--- src/rtl/gpio_pkg.sv ---
`default_nettype none
// ============================================================================
// Module  : gpio_pkg
// Brief   : Shared constants for the gpio_port peripheral: register window
//           offsets, default widths and reset values.
// Revision: 1.0 - initial release
// ============================================================================
package gpio_pkg;

    localparam int GPIO_DATA_WIDTH = 32;
    localparam int GPIO_ADDR_WIDTH = 3;

    localparam int GPIO_OFF_OUT       = 0;
    localparam int GPIO_OFF_DIR       = 1;
    localparam int GPIO_OFF_IN        = 2;
    localparam int GPIO_OFF_STATUS    = 3;
    localparam int GPIO_OFF_RISE_MASK = 4;
    localparam int GPIO_OFF_FALL_MASK = 5;

    localparam logic [GPIO_DATA_WIDTH-1:0] GPIO_RST_OUT    = '0;
    localparam logic [GPIO_DATA_WIDTH-1:0] GPIO_RST_DIR    = '0;
    localparam logic [GPIO_DATA_WIDTH-1:0] GPIO_RST_STATUS = '0;
    localparam logic [GPIO_DATA_WIDTH-1:0] GPIO_RST_MASK   = '0;
    localparam logic [GPIO_DATA_WIDTH-1:0] GPIO_RST_RDATA  = '0;

endpackage
`default_nettype wire

--- src/rtl/gpio_if.sv ---
`default_nettype none
// ============================================================================
// Module  : gpio_if
// Brief   : Data-memory bus slice seen by the GPIO peripheral (chip-select,
//           strobes, word offset, write data and registered read data).
// Revision: 1.0 - initial release
// ============================================================================
interface gpio_if #(
    parameter int DATA_WIDTH = 32,
    parameter int ADDR_WIDTH = 3
);
    logic                  cs;
    logic                  we;
    logic                  re;
    logic [ADDR_WIDTH-1:0] addr;
    logic [DATA_WIDTH-1:0] wdata;
    logic [DATA_WIDTH-1:0] rdata;

    modport master (
        output cs, we, re, addr, wdata,
        input  rdata
    );

    modport slave (
        input  cs, we, re, addr, wdata,
        output rdata
    );
endinterface
`default_nettype wire

--- src/rtl/gpio_sync_edge.sv ---
`default_nettype none
// ============================================================================
// Module  : gpio_sync_edge
// Brief   : Per-bit multi-flop input synchroniser with a one-cycle delayed
//           copy for rising/falling edge detection.
// Revision: 1.0 - initial release
// ============================================================================
module gpio_sync_edge #(
    parameter int WIDTH       = 32,
    parameter int SYNC_STAGES = 2
) (
    input  logic             clk,
    input  logic             reset,
    input  logic [WIDTH-1:0] pins,
    output logic [WIDTH-1:0] sync,
    output logic [WIDTH-1:0] rise,
    output logic [WIDTH-1:0] fall
);

    // Stage 0 samples the asynchronous pins; the top stage is the clean copy.
    logic [SYNC_STAGES-1:0][WIDTH-1:0] r_stage;
    logic [WIDTH-1:0]                  r_prev;

    always_ff @(posedge clk or negedge reset) begin
        if (!reset) begin
            r_stage <= '0;
            r_prev  <= '0;
        end else begin
            r_stage <= {r_stage[SYNC_STAGES-2:0], pins};
            r_prev  <= r_stage[SYNC_STAGES-1];
        end
    end

    assign sync = r_stage[SYNC_STAGES-1];
    assign rise = sync & ~r_prev;
    assign fall = ~sync & r_prev;

endmodule
`default_nettype wire

--- src/rtl/gpio_port.sv ---
`default_nettype none
// ============================================================================
// Module  : gpio_port
// Brief   : Memory-mapped GPIO with output/direction registers, synchronised
//           inputs, masked sticky edge status (W1C) and a level interrupt.
//           Build option GPIO_READBACK_MIX_EN: IN returns OUT for driven bits.
// Revision: 1.0 - initial release
// ============================================================================
module gpio_port
    import gpio_pkg::*;
#(
    parameter int DATA_WIDTH  = GPIO_DATA_WIDTH,
    parameter int ADDR_WIDTH  = GPIO_ADDR_WIDTH,
    parameter int SYNC_STAGES = 2
) (
    input  logic                  clk,
    input  logic                  reset,
    gpio_if.slave                 bus,
    input  logic [DATA_WIDTH-1:0] gpio_in,
    output logic [DATA_WIDTH-1:0] gpio,
    output logic [DATA_WIDTH-1:0] gpio_oe,
    output logic                  irq
);

    logic [DATA_WIDTH-1:0] r_out;
    logic [DATA_WIDTH-1:0] r_dir;
    logic [DATA_WIDTH-1:0] r_status;
    logic [DATA_WIDTH-1:0] r_rise_mask;
    logic [DATA_WIDTH-1:0] r_fall_mask;
    logic [DATA_WIDTH-1:0] r_rdata;
    logic                  r_irq;

    logic [ADDR_WIDTH-1:0] w_addr;
    logic                  w_wr;
    logic                  w_rd;
    logic [DATA_WIDTH-1:0] w_sync;
    logic [DATA_WIDTH-1:0] w_rise;
    logic [DATA_WIDTH-1:0] w_fall;
    logic [DATA_WIDTH-1:0] w_in_view;
    logic [DATA_WIDTH-1:0] w_set;
    logic [DATA_WIDTH-1:0] w_clr;
    logic [DATA_WIDTH-1:0] w_rd_mux;

    assign w_addr = bus.addr;
    assign w_wr   = bus.cs & bus.we;
    assign w_rd   = bus.cs & bus.re;

    gpio_sync_edge #(
        .WIDTH       (DATA_WIDTH),
        .SYNC_STAGES (SYNC_STAGES)
    ) u_sync_edge (
        .clk   (clk),
        .reset (reset),
        .pins  (gpio_in),
        .sync  (w_sync),
        .rise  (w_rise),
        .fall  (w_fall)
    );

`ifdef GPIO_READBACK_MIX_EN
    assign w_in_view = (w_sync & ~r_dir) | (r_out & r_dir);
`else
    assign w_in_view = w_sync;
`endif

    // Edge detection always watches the raw synchronised pins.
    assign w_set = (w_rise & r_rise_mask) | (w_fall & r_fall_mask);

    always_comb begin
        w_clr = '0;
        if (w_wr && (int'(w_addr) == GPIO_OFF_STATUS)) begin
            w_clr = bus.wdata;
        end
    end

    always_comb begin
        w_rd_mux = '0;
        case (int'(w_addr))
            GPIO_OFF_OUT:       w_rd_mux = r_out;
            GPIO_OFF_DIR:       w_rd_mux = r_dir;
            GPIO_OFF_IN:        w_rd_mux = w_in_view;
            GPIO_OFF_STATUS:    w_rd_mux = r_status;
            GPIO_OFF_RISE_MASK: w_rd_mux = r_rise_mask;
            GPIO_OFF_FALL_MASK: w_rd_mux = r_fall_mask;
            default:            w_rd_mux = '0;
        endcase
    end

    always_ff @(posedge clk or negedge reset) begin
        if (!reset) begin
            r_out       <= DATA_WIDTH'(GPIO_RST_OUT);
            r_dir       <= DATA_WIDTH'(GPIO_RST_DIR);
            r_rise_mask <= DATA_WIDTH'(GPIO_RST_MASK);
            r_fall_mask <= DATA_WIDTH'(GPIO_RST_MASK);
        end else if (w_wr) begin
            case (int'(w_addr))
                GPIO_OFF_OUT:       r_out       <= bus.wdata;
                GPIO_OFF_DIR:       r_dir       <= bus.wdata;
                GPIO_OFF_RISE_MASK: r_rise_mask <= bus.wdata;
                GPIO_OFF_FALL_MASK: r_fall_mask <= bus.wdata;
                default: ;
            endcase
        end
    end

    // A set event in the same cycle as a W1C clear keeps the flag.
    always_ff @(posedge clk or negedge reset) begin
        if (!reset) begin
            r_status <= DATA_WIDTH'(GPIO_RST_STATUS);
            r_irq    <= 1'b0;
        end else begin
            r_status <= (r_status & ~w_clr) | w_set;
            r_irq    <= |r_status;
        end
    end

    // Read data samples pre-write register state and holds between reads.
    always_ff @(posedge clk or negedge reset) begin
        if (!reset) begin
            r_rdata <= DATA_WIDTH'(GPIO_RST_RDATA);
        end else if (w_rd) begin
            r_rdata <= w_rd_mux;
        end
    end

    assign bus.rdata = r_rdata;
    assign gpio      = r_out;
    assign gpio_oe   = r_dir;
    assign irq       = r_irq;

endmodule
`default_nettype wire

--- src/flat_wrapper.sv ---
// flat-port wrapper written by rule: the top's interface ports become plain ports
module gpio_port_flat import gpio_pkg::*;
#(
    parameter int DATA_WIDTH  = GPIO_DATA_WIDTH,
    parameter int ADDR_WIDTH  = GPIO_ADDR_WIDTH,
    parameter int SYNC_STAGES = 2
)
  (clk, reset, gpio_in, gpio, gpio_oe, irq, bus_cs, bus_we, bus_re, bus_addr, bus_wdata, bus_rdata);
  gpio_if #(.DATA_WIDTH(DATA_WIDTH), .ADDR_WIDTH(ADDR_WIDTH)) bus_i ();
  input  logic clk;
  input  logic reset;
  input  logic [DATA_WIDTH-1:0] gpio_in;
  output logic [DATA_WIDTH-1:0] gpio;
  output logic [DATA_WIDTH-1:0] gpio_oe;
  output logic irq;
  input wire logic [$bits(bus_i.cs)-1:0] bus_cs;
  input wire logic [$bits(bus_i.we)-1:0] bus_we;
  input wire logic [$bits(bus_i.re)-1:0] bus_re;
  input wire logic [$bits(bus_i.addr)-1:0] bus_addr;
  input wire logic [$bits(bus_i.wdata)-1:0] bus_wdata;
  output wire logic [$bits(bus_i.rdata)-1:0] bus_rdata;
  assign bus_i.cs = bus_cs;
  assign bus_i.we = bus_we;
  assign bus_i.re = bus_re;
  assign bus_i.addr = bus_addr;
  assign bus_i.wdata = bus_wdata;
  assign bus_rdata = bus_i.rdata;
  gpio_port #(.DATA_WIDTH(DATA_WIDTH), .ADDR_WIDTH(ADDR_WIDTH), .SYNC_STAGES(SYNC_STAGES)) u_core (.clk(clk), .reset(reset), .bus(bus_i), .gpio_in(gpio_in), .gpio(gpio), .gpio_oe(gpio_oe), .irq(irq));
endmodule
--- config.mk ---
export PLATFORM = sky130hd
export DESIGN_NAME = gpio_port_flat
export DESIGN_NICKNAME = d
export VERILOG_FILES = /design/src/rtl/gpio_pkg.sv /design/src/rtl/gpio_if.sv /design/src/rtl/gpio_sync_edge.sv /design/src/rtl/gpio_port.sv /design/src/flat_wrapper.sv
export SDC_FILE = /design/constraint.sdc
export NUM_CORES = 1
export LEC_CHECK = 0
export CORE_MARGIN = 5
export CORE_UTILIZATION = 55
export DETAILED_ROUTE_END_ITERATION = 6
export GPL_ROUTABILITY_DRIVEN = 0
export PLACE_DENSITY_LB_ADDON = 0.05
export REMOVE_ABC_BUFFERS = 1
export SYNTH_ARGS = -nofsm -noshare
export SYNTH_HDL_FRONTEND = slang
export SYNTH_SLANG_ARGS = --single-unit
--- constraint.sdc ---
create_clock -name clk -period 1.9 [get_ports clk]
set_input_delay 0.38 -clock clk [delete_from_list [all_inputs] [get_ports clk]]
set_output_delay 0.38 -clock clk [all_outputs]
set_load 0.005 [all_outputs]
==> impl_metrics.tcl, run 1 <==
set metrics [dict create \
    chip_width_um 158 \
    start_util_pct 55.5 \
    antenna_diodes 0 \
    power_per_cell_area_nw_per_um2 1100 \
    synthesis.yosys.warnings 0 \
    h-tree-depth 1 \
    worst_pin_slew_ns 1.08 \
    timing.final.ws_setup_ns 0.0528 \
    grt_start_max_net_pins 61 \
    route.vias.total 7986 \
    cell_area_after_layout_um2 15400 \
    design.core.area_um2 21700 \
    final_antenna_net_count 0 \
    max-vdd-ir-drop_v 0.000890 \
    synth_area_per_cell_um2 13.8 \
    timing.critical_path.buf_inv 1 \
    maxCapViolations 0 \
    number_of_antenna_violations_at_the_first_check_in_global_routing 0 \
    tritoncts.num_buffers 31 \
    die_h_um 158 \
    pre_cts_slack_ns -0.149 \
    numPlacedInstances 1324 \
    status "finished clean" \
    grt.overflow.total 0 \
    startpoint_types "flop" \
    cts.clk_slew.worst_paths_ns 0.06 \
    io-pin-count 169 \
    total_power_mw 16.9 \
    area_added_between_synthesis_and_finish_pct 27.9 \
    ys_seq_area_share_pct 60.1 \
    crit_required_ns 1.52 \
    hold_path_class "input pin to flop" \
    grt_pass1_vias 8423 \
    final_layout_size_suffix_gt1_share_pct 23.6 \
    std_cell_rows 54 \
    placed_area_um2 14300 \
    worstSetupPathType "flop to output pin" \
    slowest_delay_ns 0.53 \
    finalClockSkew_ns 0.0176 \
    ys_seq_elements 289 \
    synth_cell_type_count 40 \
    most-common-layout-cells "289 x sky130_fd_sc_hd__dfrtp_1, 161 x sky130_fd_sc_hd__clkdlybuf4s50_1, 95 x sky130_fd_sc_hd__mux2_2" \
    floorplan.die_area_um2 24900 \
    placement.io_buffers 168 \
    vias_per_cell 5.73 \
    number_of_max_slew_violations_in_the_final_report 0 \
    hold_viol_final 0 \
    max_freq_ghz 0.541 \
    wl_mm 29.2 \
    grt_pass1_wl_mm 46.7 \
    dpl_hpwl_mm 20.7 \
    grt_usage_pct 23.9 \
    rsz_0062_raised_after_global_routing "no" \
    slew_headroom_pct 27.7 \
    design.final.nets 1162 \
    worstPathCellList "clkdlybuf4s50_1" \
    netlist_area_um2 12000 \
    detail_route.drc_violations 0 \
    tritoncts "done" \
    critPathSlowestCell "sky130_fd_sc_hd__clkdlybuf4s50_1" \
    drt_first_pass_iters 5 \
    timing.critical_path.fanout_max 3 \
    finalCriticalPeriod_ns 1.85 \
    total_leakage_power_nw 6.60 \
    setup_viol_count_final 0 \
    clock-root-buffer "sky130_fd_sc_hd__clkbuf_16" \
    routed_wire_length_per_instance_um 21.0 \
    postSynthCellCount 874 \
    reg2reg_slack_ns 0.42 \
    finish.cell_count_without_fillers 1394 \
    cts_sinks 289 \
    arrival_ns 1.47 \
    crit_path_end_kind "output pin" \
    layout_commonest_cell "sky130_fd_sc_hd__dfrtp_1" \
    clk_path_buf_depth 3 \
    fin_util_pct 71.0 \
    clk-insertion-delay-late_ns 0.55 \
    first_iter_violations 406 \
    post-route-period-util_pct 97.2 \
    timing.critical_path.max_delay_family "buffers and inverters" \
]
kinds of logic after synthesis:
group                  Yosys count  share of synthesized area [%]
DFF                            289                           60.1
AOI/OAI and AO/OA              172                           9.39
muxes                          187                           19.1
and+or+nand+nor                143                           6.99
buffers and inverters           83                           4.39
sequential cells by signal, indices dropped and copies added, names as in the netlist:
signal                      count
u_core.bus.rdata               32
u_core.gpio                    32
u_core.gpio_oe                 32
u_core.irq                      1
u_core.r_fall_mask             32
u_core.r_rise_mask             32
u_core.r_status                32
u_core.u_sync_edge.r_prev      32
u_core.u_sync_edge.r_stage     32
u_core.u_sync_edge.sync        32
metal layers:
metal | vias to the layer above | part of all wire (%) | global-route usage [%]
met1 | 4089 | 42 | 32.9
met2 | 228 | 50 | 40.1
li1 | 3627 | - | -
met5 | - | 0 | 0
met3 | 42 | 5.9 | 4.24
met4 | 0 | 1.8 | 5.49
per-stage QoR:
stage	hold WS [ns]	TNS, ns
global route	0.243	0
detailed placement	0.335	-17.43
finish	0.259	0
floorplan	0.0844	-6.73
global placement	0.331	-15.30
CTS	0.240	0
worst paths after layout:
check | from | endpoint | depth (start not counted)
worst min-delay path | gpio_in[15] | u_core.u_sync_edge.r_stage[15] | 1
worst min register to register | u_core.u_sync_edge.r_stage[27] | u_core.u_sync_edge.sync[27] | 0
min in group asynchronous | reset | u_core.bus.rdata[6] | 2
worst max-delay path | u_core.gpio[21] | gpio[21] | 1
worst max register to register | u_core.gpio_oe[19] | u_core.bus.rdata[19] | 4
max in group asynchronous | reset | u_core.gpio_oe[28] | 3
layout make-up:
| class | count | area, um2 |
|---|---|---|
| Sequential cell | 289 | 7230 |
| Clock buffer | 52 | 965 |
| Fill cell | 1515 | 6300 |
| Clock inverter | 5 | 56.3 |
| Multi-Input combinational cell | 502 | 4290 |
| Timing Repair Buffer | 233 | 2370 |
| Inverter | 33 | 124 |
| Tap cell | 280 | 350 |
where the power goes:
group	internal (mW)	total (mW)	switching, mW
Combinational	1.99	3.09	1.09
Clock	3.56	5.90	2.34
Sequential	7.12	7.92	0.800
synth_stat cells, drive strengths merged:
cell type  instances  area (um2)
a21oi             22         110
clkinv             1        3.75
mux2             131        1590
mux2i             44         440
nor2              14        90.1
clkbuf            11        43.8
nand4              2        12.5
inv               32         120
a32o              12         120
a22oi              8        60.1
o31ai              8        60.1
nand3              1        10.0
a221oi             8        70.1
o21ai             59         295
nand3b            32         253
nor4               8        50.1
nand2b             2        12.5
nand2             62         233
a21o               3        22.5
buf               39         360
o221ai             1        8.76
o211ai            51         383
or2                3        21.3
mux4              12         270
nand4b            16         140
nor2b              3        18.8
dfrtp            289        7230
repair_timing:
item,in CTS,in global routing
buffers inserted,0,12
resized for setup,0,3
endpoints found under the setup margin,0,15
hold endpoints to repair,50,0
hold buffers,1,0
Note: power is estimated with default switching activity, not from simulation.
==> run 2, diff against run 1 <==
- HOLD_SLACK_MARGIN: unset -> 0.06
==> results of run 2 <==
Final layout, timing and power as in run 1 (identical DEF).
